File: src/rtl/sram_bist_pkg.sv
// Shared types and helpers for the SRAM exerciser: FSM states, op encoding,
// and the test pattern generator.
package sram_bist_pkg;

  typedef enum logic [2:0] {
    IDLE,
    M_ISSUE,
    M_WAIT,
    W_ISSUE,
    W_WAIT,
    R_ISSUE,
    R_WAIT,
    FIN
  } bist_state_t;

  localparam logic OP_WRITE = 1'b0;
  localparam logic OP_READ  = 1'b1;

  // Wide enough for any practical DW/AW; callers extend inputs and cast the result.
  localparam int PAT_W = 64;

  function automatic logic [PAT_W-1:0] pattern(input logic [PAT_W-1:0] a,
                                               input logic [PAT_W-1:0] seed,
                                               input logic             p);
    logic [PAT_W-1:0] x;
    x = a ^ seed;
    return p ? ~x : x;
  endfunction

endpackage

File: src/rtl/sram_bist_if.sv
// Request/return port between the exerciser (master) and the SRAM controller (slave).
// Handshake: mem is a one-cycle strobe issued only while ready=1; ready drops the
// cycle after an accepted strobe and its return high marks completion (read data valid).
interface sram_bist_if #(
  parameter int DW = 8,
  parameter int AW = 19
);
  logic          mem;
  logic          rw;
  logic [AW-1:0] addr;
  logic [DW-1:0] data_f2s;
  logic          ready;
  logic [DW-1:0] data_s2f;

  modport master (output mem, rw, addr, data_f2s, input ready, data_s2f);
  modport slave  (input mem, rw, addr, data_f2s, output ready, data_s2f);
endinterface

File: src/rtl/sram_bist_ctrl.sv
// SRAM exerciser: manual single-word write/read plus a two-pass write/read-verify
// self test over 0..LAST_ADDR with saturating error count and first-failure capture.
module sram_bist_ctrl
  import sram_bist_pkg::*;
#(
  parameter int          DW        = 8,
  parameter int          AW        = 19,
  parameter int unsigned LAST_ADDR = 2**AW-1,
  parameter int          CW        = 16
) (
  input  logic              clk,
  input  logic              reset,
  input  logic              start_auto,
  input  logic              wr_req,
  input  logic              rd_req,
  input  logic [AW-1:0]     man_addr,
  input  logic [DW-1:0]     man_data,
  input  logic [DW-1:0]     seed,
  sram_bist_if.master       bus,
  output logic [DW-1:0]     rd_data,
  output logic              busy,
  output logic              done,
  output logic              pass,
  output logic [CW-1:0]     err_cnt,
  output logic [AW-1:0]     first_err_addr,
  output bist_state_t       fsm_state
);

  localparam logic [AW-1:0] LAST = AW'(LAST_ADDR);

  bist_state_t   state, state_next;
  logic          op_rw;
  logic [AW-1:0] op_addr;
  logic [DW-1:0] op_data;
  logic [AW-1:0] cnt_addr;
  logic [DW-1:0] seed_q;
  logic          pass_bit;

  logic          issue_fire;
  logic          wait_done;
  logic          at_last;
  logic          cur_rw;
  logic [AW-1:0] cur_addr;
  logic [DW-1:0] cur_data;
  logic [DW-1:0] expected;

  assign at_last   = (cnt_addr == LAST);
  assign expected  = DW'(pattern(PAT_W'(cnt_addr), PAT_W'(seed_q), pass_bit));
  assign fsm_state = state;

  always_ff @(posedge clk or posedge reset) begin
    if (reset) state <= IDLE;
    else       state <= state_next;
  end

  // The strobe cycle itself still sees ready=1 from the controller, so a WAIT
  // only completes once our own strobe has dropped.
  always_comb begin
    state_next = state;
    issue_fire = 1'b0;
    wait_done  = 1'b0;
    cur_rw     = OP_READ;
    cur_addr   = cnt_addr;
    cur_data   = expected;
    case (state)
      IDLE: begin
        if (start_auto)           state_next = W_ISSUE;
        else if (wr_req || rd_req) state_next = M_ISSUE;
      end
      M_ISSUE: begin
        cur_rw   = op_rw;
        cur_addr = op_addr;
        cur_data = op_data;
        if (bus.ready) begin
          issue_fire = 1'b1;
          state_next = M_WAIT;
        end
      end
      W_ISSUE: begin
        cur_rw = OP_WRITE;
        if (bus.ready) begin
          issue_fire = 1'b1;
          state_next = W_WAIT;
        end
      end
      R_ISSUE: begin
        if (bus.ready) begin
          issue_fire = 1'b1;
          state_next = R_WAIT;
        end
      end
      M_WAIT: begin
        if (bus.ready && !bus.mem) begin
          wait_done  = 1'b1;
          state_next = IDLE;
        end
      end
      W_WAIT: begin
        if (bus.ready && !bus.mem) begin
          wait_done  = 1'b1;
          state_next = at_last ? R_ISSUE : W_ISSUE;
        end
      end
      R_WAIT: begin
        if (bus.ready && !bus.mem) begin
          wait_done = 1'b1;
          if (!at_last)     state_next = R_ISSUE;
          else if (pass_bit) state_next = FIN;
          else               state_next = W_ISSUE;
        end
      end
      FIN:     state_next = IDLE;
      default: state_next = IDLE;
    endcase
  end

  always_ff @(posedge clk or posedge reset) begin
    if (reset) begin
      bus.mem        <= 1'b0;
      bus.rw         <= OP_READ;
      bus.addr       <= '0;
      bus.data_f2s   <= '0;
      rd_data        <= '0;
      busy           <= 1'b0;
      done           <= 1'b0;
      pass           <= 1'b0;
      err_cnt        <= '0;
      first_err_addr <= '0;
      op_rw          <= OP_READ;
      op_addr        <= '0;
      op_data        <= '0;
      cnt_addr       <= '0;
      seed_q         <= '0;
      pass_bit       <= 1'b0;
    end else begin
      bus.mem      <= issue_fire;
      bus.rw       <= issue_fire ? cur_rw : OP_READ;
      bus.data_f2s <= (issue_fire && cur_rw == OP_WRITE) ? cur_data : '0;
      if (issue_fire) bus.addr <= cur_addr;
      busy <= (state_next != IDLE);
      done <= (state == FIN);
      if (state == FIN) pass <= (err_cnt == '0);

      case (state)
        IDLE: begin
          if (start_auto) begin
            seed_q         <= seed;
            pass_bit       <= 1'b0;
            cnt_addr       <= '0;
            err_cnt        <= '0;
            first_err_addr <= '0;
            pass           <= 1'b0;
          end else if (wr_req || rd_req) begin
            op_rw   <= wr_req ? OP_WRITE : OP_READ;
            op_addr <= man_addr;
            op_data <= man_data;
          end
        end
        M_WAIT: begin
          if (wait_done && op_rw == OP_READ) rd_data <= bus.data_s2f;
        end
        W_WAIT: begin
          if (wait_done) cnt_addr <= at_last ? '0 : cnt_addr + 1'b1;
        end
        R_WAIT: begin
          if (wait_done) begin
            if (bus.data_s2f != expected) begin
              if (err_cnt != '1)  err_cnt <= err_cnt + 1'b1;
              if (err_cnt == '0)  first_err_addr <= cnt_addr;
            end
            cnt_addr <= at_last ? '0 : cnt_addr + 1'b1;
            if (at_last) pass_bit <= 1'b1;
          end
        end
        default: ;
      endcase
    end
  end

endmodule
File: src/flat_wrapper.sv
// flat-port wrapper written by rule: the top's interface ports become plain ports
module sram_bist_ctrl_flat import sram_bist_pkg::*;
#(
  parameter int          DW        = 8,
  parameter int          AW        = 19,
  parameter int unsigned LAST_ADDR = 2**AW-1,
  parameter int          CW        = 16
)
  (clk, reset, start_auto, wr_req, rd_req, man_addr, man_data, seed, rd_data, busy, done, pass, err_cnt, first_err_addr, fsm_state, bus_mem, bus_rw, bus_addr, bus_data_f2s, bus_ready, bus_data_s2f);
  sram_bist_if #(.DW(DW), .AW(AW)) bus_i ();
  input  logic clk;
  input  logic reset;
  input  logic start_auto;
  input  logic wr_req;
  input  logic rd_req;
  input  logic [AW-1:0] man_addr;
  input  logic [DW-1:0] man_data;
  input  logic [DW-1:0] seed;
  output logic [DW-1:0] rd_data;
  output logic busy;
  output logic done;
  output logic pass;
  output logic [CW-1:0] err_cnt;
  output logic [AW-1:0] first_err_addr;
  output bist_state_t fsm_state;
  output wire logic [$bits(bus_i.mem)-1:0] bus_mem;
  output wire logic [$bits(bus_i.rw)-1:0] bus_rw;
  output wire logic [$bits(bus_i.addr)-1:0] bus_addr;
  output wire logic [$bits(bus_i.data_f2s)-1:0] bus_data_f2s;
  input wire logic [$bits(bus_i.ready)-1:0] bus_ready;
  input wire logic [$bits(bus_i.data_s2f)-1:0] bus_data_s2f;
  assign bus_mem = bus_i.mem;
  assign bus_rw = bus_i.rw;
  assign bus_addr = bus_i.addr;
  assign bus_data_f2s = bus_i.data_f2s;
  assign bus_i.ready = bus_ready;
  assign bus_i.data_s2f = bus_data_s2f;
  sram_bist_ctrl #(.DW(DW), .AW(AW), .LAST_ADDR(LAST_ADDR), .CW(CW)) u_core (.clk(clk), .reset(reset), .start_auto(start_auto), .wr_req(wr_req), .rd_req(rd_req), .man_addr(man_addr), .man_data(man_data), .seed(seed), .bus(bus_i), .rd_data(rd_data), .busy(busy), .done(done), .pass(pass), .err_cnt(err_cnt), .first_err_addr(first_err_addr), .fsm_state(fsm_state));
endmodule
File: config.mk
export PLATFORM = sky130hd
export DESIGN_NAME = sram_bist_ctrl_flat
export DESIGN_NICKNAME = d
export VERILOG_FILES = /design/src/rtl/sram_bist_pkg.sv /design/src/rtl/sram_bist_if.sv /design/src/rtl/sram_bist_ctrl.sv /design/src/flat_wrapper.sv
export SDC_FILE = /design/constraint.sdc
export NUM_CORES = 1
export LEC_CHECK = 0
export BUFFER_PORTS_ARGS = -buffer_cell sky130_fd_sc_hd__buf_2
export CAP_MARGIN = 0
export CORE_UTILIZATION = 55
export DETAILED_ROUTE_END_ITERATION = 6
export MAX_ROUTING_LAYER = met4
export PLACE_DENSITY = 0.77
export SYNTH_ARGS = -nofsm -noshare
export SYNTH_HDL_FRONTEND = slang
export SYNTH_SLANG_ARGS = --single-unit
File: constraint.sdc
create_clock -name clk -period 11.83 [get_ports clk]
set_clock_uncertainty 0.2 [all_clocks]
set_input_delay 2.366 -clock clk [delete_from_list [all_inputs] [get_ports clk]]
set_output_delay 2.366 -clock clk [all_outputs]
set_load 0.03 [all_outputs]
==> results of run 1 <==
worst max-delay path by stage:
stage / from / end / slack, ns / depth (start not counted)
6_report: start_auto / u_core.cnt_addr[12]$_DFFE_PP0P_ / 7.74 / 7
4_1_cts: start_auto / u_core.cnt_addr[12]$_DFFE_PP0P_ / 7.75 / 7
2_1_floorplan: reset / u_core.bus.addr[0]$_DFFE_PP0P_ / 5.68 / 1
5_1_grt: start_auto / u_core.cnt_addr[12]$_DFFE_PP0P_ / 7.52 / 7
3_3_place_gp: start_auto / u_core.cnt_addr[15]$_DFFE_PP0P_ / 7.39 / 7
3_5_place_dp: start_auto / u_core.cnt_addr[12]$_DFFE_PP0P_ / 7.33 / 7
critical path, cell delays in order:
cell     delay, ns
buf_2         0.11
or3b_1        0.39
a21o_1        0.32
nor3_1        0.57
nand3_1       0.18
xor2_1        0.16
nor2_1        0.06
power by group through the flow:
stage | Combinational (mW) | Clock, mW | Sequential (mW)
after CTS | 0.643 | 0.533 | 0.685
after global placement | 0.622 | 0 | 0.684
after floorplan | 0.383 | 0 | 0.794
after detailed placement | 0.640 | 0 | 0.691
after global routing | 0.691 | 0.552 | 0.702
final | 0.637 | 0.527 | 0.687
layer usage:
metal | global-route usage | vias to the layer above
li1 | - | 2291
met1 | 0.350 | 2343
met2 | 0.387 | 177
met3 | 0.0705 | 22
met4 | 0.0977 | 0
met5 | - | -
Yosys cell counts (5+ instances only):
cell type / count / area share
a21oi_1: 23 / 0.018
and3_1: 8 / 0.0077
buf_2: 6 / 0.0046
clkbuf_1: 14 / 0.0081
dfrtp_1: 132 / 0.51
inv_1: 8 / 0.0046
mux2_2: 43 / 0.075
mux2i_1: 20 / 0.031
nand2_1: 73 / 0.042
nand2_2: 12 / 0.012
nand2b_1: 7 / 0.0068
nand3_1: 14 / 0.011
nand4_1: 9 / 0.0087
nor2_1: 53 / 0.031
nor3_1: 5 / 0.0039
o21ai_0: 38 / 0.029
o21ai_2: 21 / 0.028
o31ai_1: 6 / 0.0070
o31ai_2: 6 / 0.012
xnor3_1: 5 / 0.017
xor2_1: 20 / 0.027
kinds of logic after synthesis:
family                     Yosys count  share of synthesized area
muxes                               63                      0.106
and+or+nand+nor                    205                      0.152
AOI/OAI and AO/OA                  112                      0.121
buffers and inverters               40                     0.0376
adders and majority gates            3                    0.00581
xor gates and xnor gates            30                     0.0583
DFF                                134                      0.520
registers in the layout (all words and copies together), names as in the netlist, 3 cells and up:
register / flops
u_core.bus.addr: 19
u_core.rd_data: 8
u_core.op_data: 8
u_core.bus.data_f2s: 8
u_core.fsm_state: 3
u_core.err_cnt: 16
u_core.seed_q: 8
u_core.op_addr: 19
u_core.first_err_addr: 19
u_core.cnt_addr: 19
area by class of cell:
| cell class | instances | area [sq um] |
|---|---|---|
| fill | 873 | 3720 |
| sequential | 134 | 3360 |
| multi-input combinational | 413 | 2870 |
| timing repair buffer | 130 | 661 |
| clock buffer | 29 | 531 |
| tap | 143 | 179 |
| clock inverter | 3 | 65.1 |
| inverter | 8 | 35.0 |
stage by stage:
step	util	setup WS, ns
4_1_cts	0.674	7.75
3_5_place_dp	0.622	7.33
5_1_grt	0.674	7.52
3_3_place_gp	0.622	7.39
6_report	0.674	7.74
2_1_floorplan	-	5.68
==> flow_metrics.env, run 1 <==
export IMPL_p_switching_mw=0.673
export IMPL_synth_distinct_cells=56
export IMPL_leakage_nw=3.68
export IMPL_hold_buffers=0
export IMPL_clk_pin_slew_ns=0.05
export IMPL_p_comb_frac=0.344
export IMPL_cts_made_buffers=17
export IMPL_num_antenna_cells=0
export IMPL_fin_area_sq_um=7700
export IMPL_cts_sinks=134
export IMPL_top_layer="met4"
export IMPL_synth_seq_area_share=0.520
export IMPL_setup_violations=0
export IMPL_place_congestion=0.850
export IMPL_crit_arrival_ns=4.15
export IMPL_power_internal_mw=1.18
export IMPL_p_per_area_nw_per_um2=240
export IMPL_end_kind="register"
export IMPL_dp_cells=828
export IMPL_die_h_microns=110
export IMPL_syn_inst=587
export IMPL_wire_per_inst_microns=16.9
export IMPL_area_delta_synth_final_pct=19.2
export IMPL_port_buffers=126
export IMPL_die_area_sq_um=12200
export IMPL_rsz0062_at_grt="no"
export IMPL_core_area_sq_um=11400
export IMPL_reg2reg_depth=6
export IMPL_worstReg2RegStart="u_core.cnt_addr[6]$_DFFE_PP0P_"
export IMPL_worstSkewPairLatency_ns=0.42
export IMPL_syn_avg_cell_area_sq_um=11.0
export IMPL_power_mw=1.85
export IMPL_whs_ns=0.275
export IMPL_chipWidth_microns=110
export IMPL_grt_pass1_wl_microns=23100
export IMPL_pwr_share_seq=0.371
export IMPL_gr_total_overflow=0
export IMPL_path_class="in -> reg"
export IMPL_async_reset_ff_frac=1.00
export IMPL_start_util=0.566
export IMPL_clockPowerShare=0.285
export IMPL_postCtsSetupBuffers=0
export IMPL_period_share=0.346
export IMPL_firstDrtPassIters=5
export IMPL_max_slew_margin=0.283
export IMPL_postRouteAntennaNets=0
export IMPL_synth_top_flop_cell="dfrtp_1"
export IMPL_routed_wirelength_microns=14500
export IMPL_drv_cap=0
export IMPL_nets=756
export IMPL_placed_area_sq_um=7100
export IMPL_root_buffer="clkbuf_16"
export IMPL_synth_edf_count=0
export IMPL_ioPinCount=127
export IMPL_worstHoldPathType="reg -> reg"
export IMPL_vdd_drop_max_uv=161
export IMPL_start_kind="primary input"
export IMPL_cp_max_fo=12
export IMPL_wl_met2_microns=6870
export IMPL_hold_depth=2
export IMPL_fin_cells=860
export IMPL_ys_ff_latch=134
export IMPL_ys_warnings_count=0
export IMPL_crit_required_ns=11.90
export IMPL_num_rows=39
export IMPL_wl_met3_microns=905
export IMPL_grt_usage=0.263
export IMPL_antenna_found_initial=0
export IMPL_grt_pass1_vias=4583
export IMPL_r2r_setup_slack_ns=8.90
export IMPL_switching_share=0.364
export IMPL_mostFrequentLayoutCells="dfrtp_1 (132), buf_2 (126), nand2_1 (73)"
export IMPL_min_delay_start="u_core.first_err_addr[8]$_DFFE_PP0P_"
export IMPL_status="completed"
export IMPL_tns_ns=0
export IMPL_fmax_mhz=245
export IMPL_grt_max_degree=78
export IMPL_slew_viol_final=0
export IMPL_r2r_end="u_core.err_cnt[7]$_DFFE_PP0P_"
export IMPL_drive_above_1_share=0.353
export IMPL_mostFrequentLayoutCell="dfrtp_1"
export IMPL_synth_nets=639
export IMPL_drt_iter0_markers=310
export IMPL_htree_num_levels=4
export IMPL_vias=4833
export IMPL_worst_slew_pin_slew_ns=1.08
export IMPL_hold_end="u_core.first_err_addr[8]$_DFFE_PP0P_"
export IMPL_hold_viol=0
export IMPL_dpl_hpwl_microns=9820
export IMPL_cts_buffer_depth=2
export IMPL_min_period_ns=4.09
export IMPL_drc_errors=0
export IMPL_cts_resized=0
export IMPL_wl_met1_microns=6510
export IMPL_vias_per_cell=5.62
export IMPL_cts_tree="yes"
export IMPL_syn_area_sq_um=6460
(Power assumes the default switching activity.)
==> run 2: changes to the inputs <==
==> constraint.sdc (replaced) <==
create_clock -name clk -period 4.2 [get_ports clk]
set_clock_uncertainty 0.2 [all_clocks]
set_input_delay 0.84 -clock clk [delete_from_list [all_inputs] [get_ports clk]]
set_output_delay 0.84 -clock clk [all_outputs]
set_load 0.03 [all_outputs]
==> run 2 against run 1 <==
  * Sequential power increased to 2.8 times the previous value
  * Utilization up 0.22 points
  * First-iteration DRC count fell by 7.1%
  * Largest cell class unchanged
==> flow_metrics.env, run 2 (synthesized netlist as in run 1, its figures left out) <==
export IMPL_setup_worst_path_start="u_core.cnt_addr[6]$_DFFE_PP0P_"
export IMPL_crit_slowest_cell="o31ai_4"
export IMPL_reg2reg_depth=6
export IMPL_fin_cells=860
export IMPL_start_kind="register"
export IMPL_mostFrequentLayoutCells="dfrtp_1 (132), buf_2 (126), nand2_1 (73)"
export IMPL_crit_required_ns=4.29
export IMPL_dp_cells=828
export IMPL_r2r_end="u_core.err_cnt[7]$_DFFE_PP0P_"
export IMPL_firstDrtPassIters=5
export IMPL_hold_viol=0
export IMPL_die_area_sq_um=12200
export IMPL_leakage_nw=3.67
export IMPL_num_rows=39
export IMPL_tns_ns=0
export IMPL_place_congestion=0.856
export IMPL_ioPinCount=127
export IMPL_fin_area_sq_um=7720
export IMPL_port_buffers=126
export IMPL_postRouteAntennaNets=0
export IMPL_start_util=0.566
export IMPL_drt_iter0_markers=288
export IMPL_nets=756
export IMPL_fmax_mhz=335
export IMPL_place_ws_ns=1.15
export IMPL_setup_slack_ns=1.22
export IMPL_mostFrequentLayoutCell="dfrtp_1"
export IMPL_drive_above_1_share=0.360
export IMPL_htree_num_levels=4
export IMPL_hold_end="u_core.first_err_addr[10]$_DFFE_PP0P_"
export IMPL_drc_errors=0
export IMPL_num_antenna_cells=0
export IMPL_grt_usage=0.270
export IMPL_cts_sinks=134
export IMPL_clk_pin_slew_ns=0.06
export IMPL_worst_slew_pin_slew_ns=1.09
export IMPL_area_delta_synth_final_pct=19.5
export IMPL_end_kind="register"
export IMPL_cp_top_family="compound AO/OA/AOI/OAI gates"
export IMPL_vias=4942
export IMPL_cts_made_buffers=17
export IMPL_chipWidth_microns=110
export IMPL_hold_buffers=0
export IMPL_fin_util=0.676
export IMPL_worstSkewPairLatency_ns=0.43
export IMPL_grt_pass1_vias=4826
export IMPL_drv_cap=0
export IMPL_cts_tree="yes"
export IMPL_critPathBufInv=0
export IMPL_slew_viol_final=0
export IMPL_hold_depth=2
export IMPL_status="completed"
export IMPL_placed_area_sq_um=7110
export IMPL_rsz0062_at_grt="no"
export IMPL_cp_cell_sequence="xnor3_2, xor2_1, nand3_2, o31ai_4, or2_4, o41ai_1"
export IMPL_vdd_drop_max_uv=404
export IMPL_grt_pass1_wl_microns=23900
export IMPL_worstReg2RegStart="u_core.cnt_addr[6]$_DFFE_PP0P_"
export IMPL_cp_max_fo=17
export IMPL_die_h_microns=110
export IMPL_worstHoldPathType="reg -> reg"
export IMPL_min_period_ns=2.98
export IMPL_period_share=0.710
export IMPL_wire_per_inst_microns=17.4
export IMPL_crit_arrival_ns=3.07
export IMPL_p_per_area_nw_per_um2=682
export IMPL_grt_max_degree=105
export IMPL_critical_path_max_stage_delay_ns=0.65
export IMPL_postCtsSetupBuffers=0
export IMPL_path_class="reg -> reg"
export IMPL_gr_total_overflow=0
export IMPL_cts_buffer_depth=2
export IMPL_core_area_sq_um=11400
export IMPL_setup_violations=0
export IMPL_antenna_found_initial=0
export IMPL_cts_resized=0
export IMPL_r2r_setup_slack_ns=1.22
export IMPL_vias_per_cell=5.75
export IMPL_routed_wirelength_microns=15000
export IMPL_root_buffer="clkbuf_16"
export IMPL_min_delay_start="u_core.first_err_addr[10]$_DFFE_PP0P_"
export IMPL_dpl_hpwl_microns=10100
export IMPL_max_slew_margin=0.270
[run 2: through the flow]
step           hold WS (ns)  total power [mW]
2_1_floorplan         0.276              3.32
3_3_place_gp          0.258              3.68
3_5_place_dp          0.265              3.77
4_1_cts               0.277              5.29
5_1_grt               0.309              5.53
6_report              0.273              5.27
[run 2: layout make-up]
cell class | instances | area (sq um)
fillers | 864 | 3700
clock buffers | 20 | 457
inverters | 8 | 33.8
clock inverters | 12 | 153
well taps | 143 | 179
repair buffers | 130 | 673
multi-input cells | 413 | 2870
flip-flops and latches | 134 | 3360
[run 2: report_power, final]
group / switching (mW) / total [mW] / internal, mW
Combinational: 1.13 / 1.82 / 0.686
Sequential: 0.276 / 1.94 / 1.67
Clock: 0.549 / 1.51 / 0.961
[run 2: how the worst max path moves through the flow]
stage,end,depth (start not counted),slack [ns]
final,u_core.err_cnt[7]$_DFFE_PP0P_,6,1.22
after global routing,u_core.err_cnt[13]$_DFFE_PP0P_,6,1.06
after CTS,u_core.err_cnt[7]$_DFFE_PP0P_,6,1.27
after detailed placement,u_core.cnt_addr[11]$_DFFE_PP0P_,7,1.15
after global placement,u_core.cnt_addr[9]$_DFFE_PP0P_,7,1.27
after floorplan,u_core.bus.addr[0]$_DFFE_PP0P_,1,1.50
[run 2: per-layer routing]
layer,track usage,routed length [microns],up-vias
li1,-,-,2298
met2,0.412,7250,183
met5,-,0,-
met1,0.348,6520,2436
met3,0.0682,955,25
met4,0.105,238,0
[run 2: tightest hold or removal path: cells and delay by family (launching register included)]
family / cells / cell delay [ns]
compound gates: 1 / 0.05
flops: 1 / 0.33
simple gates: 1 / 0.06
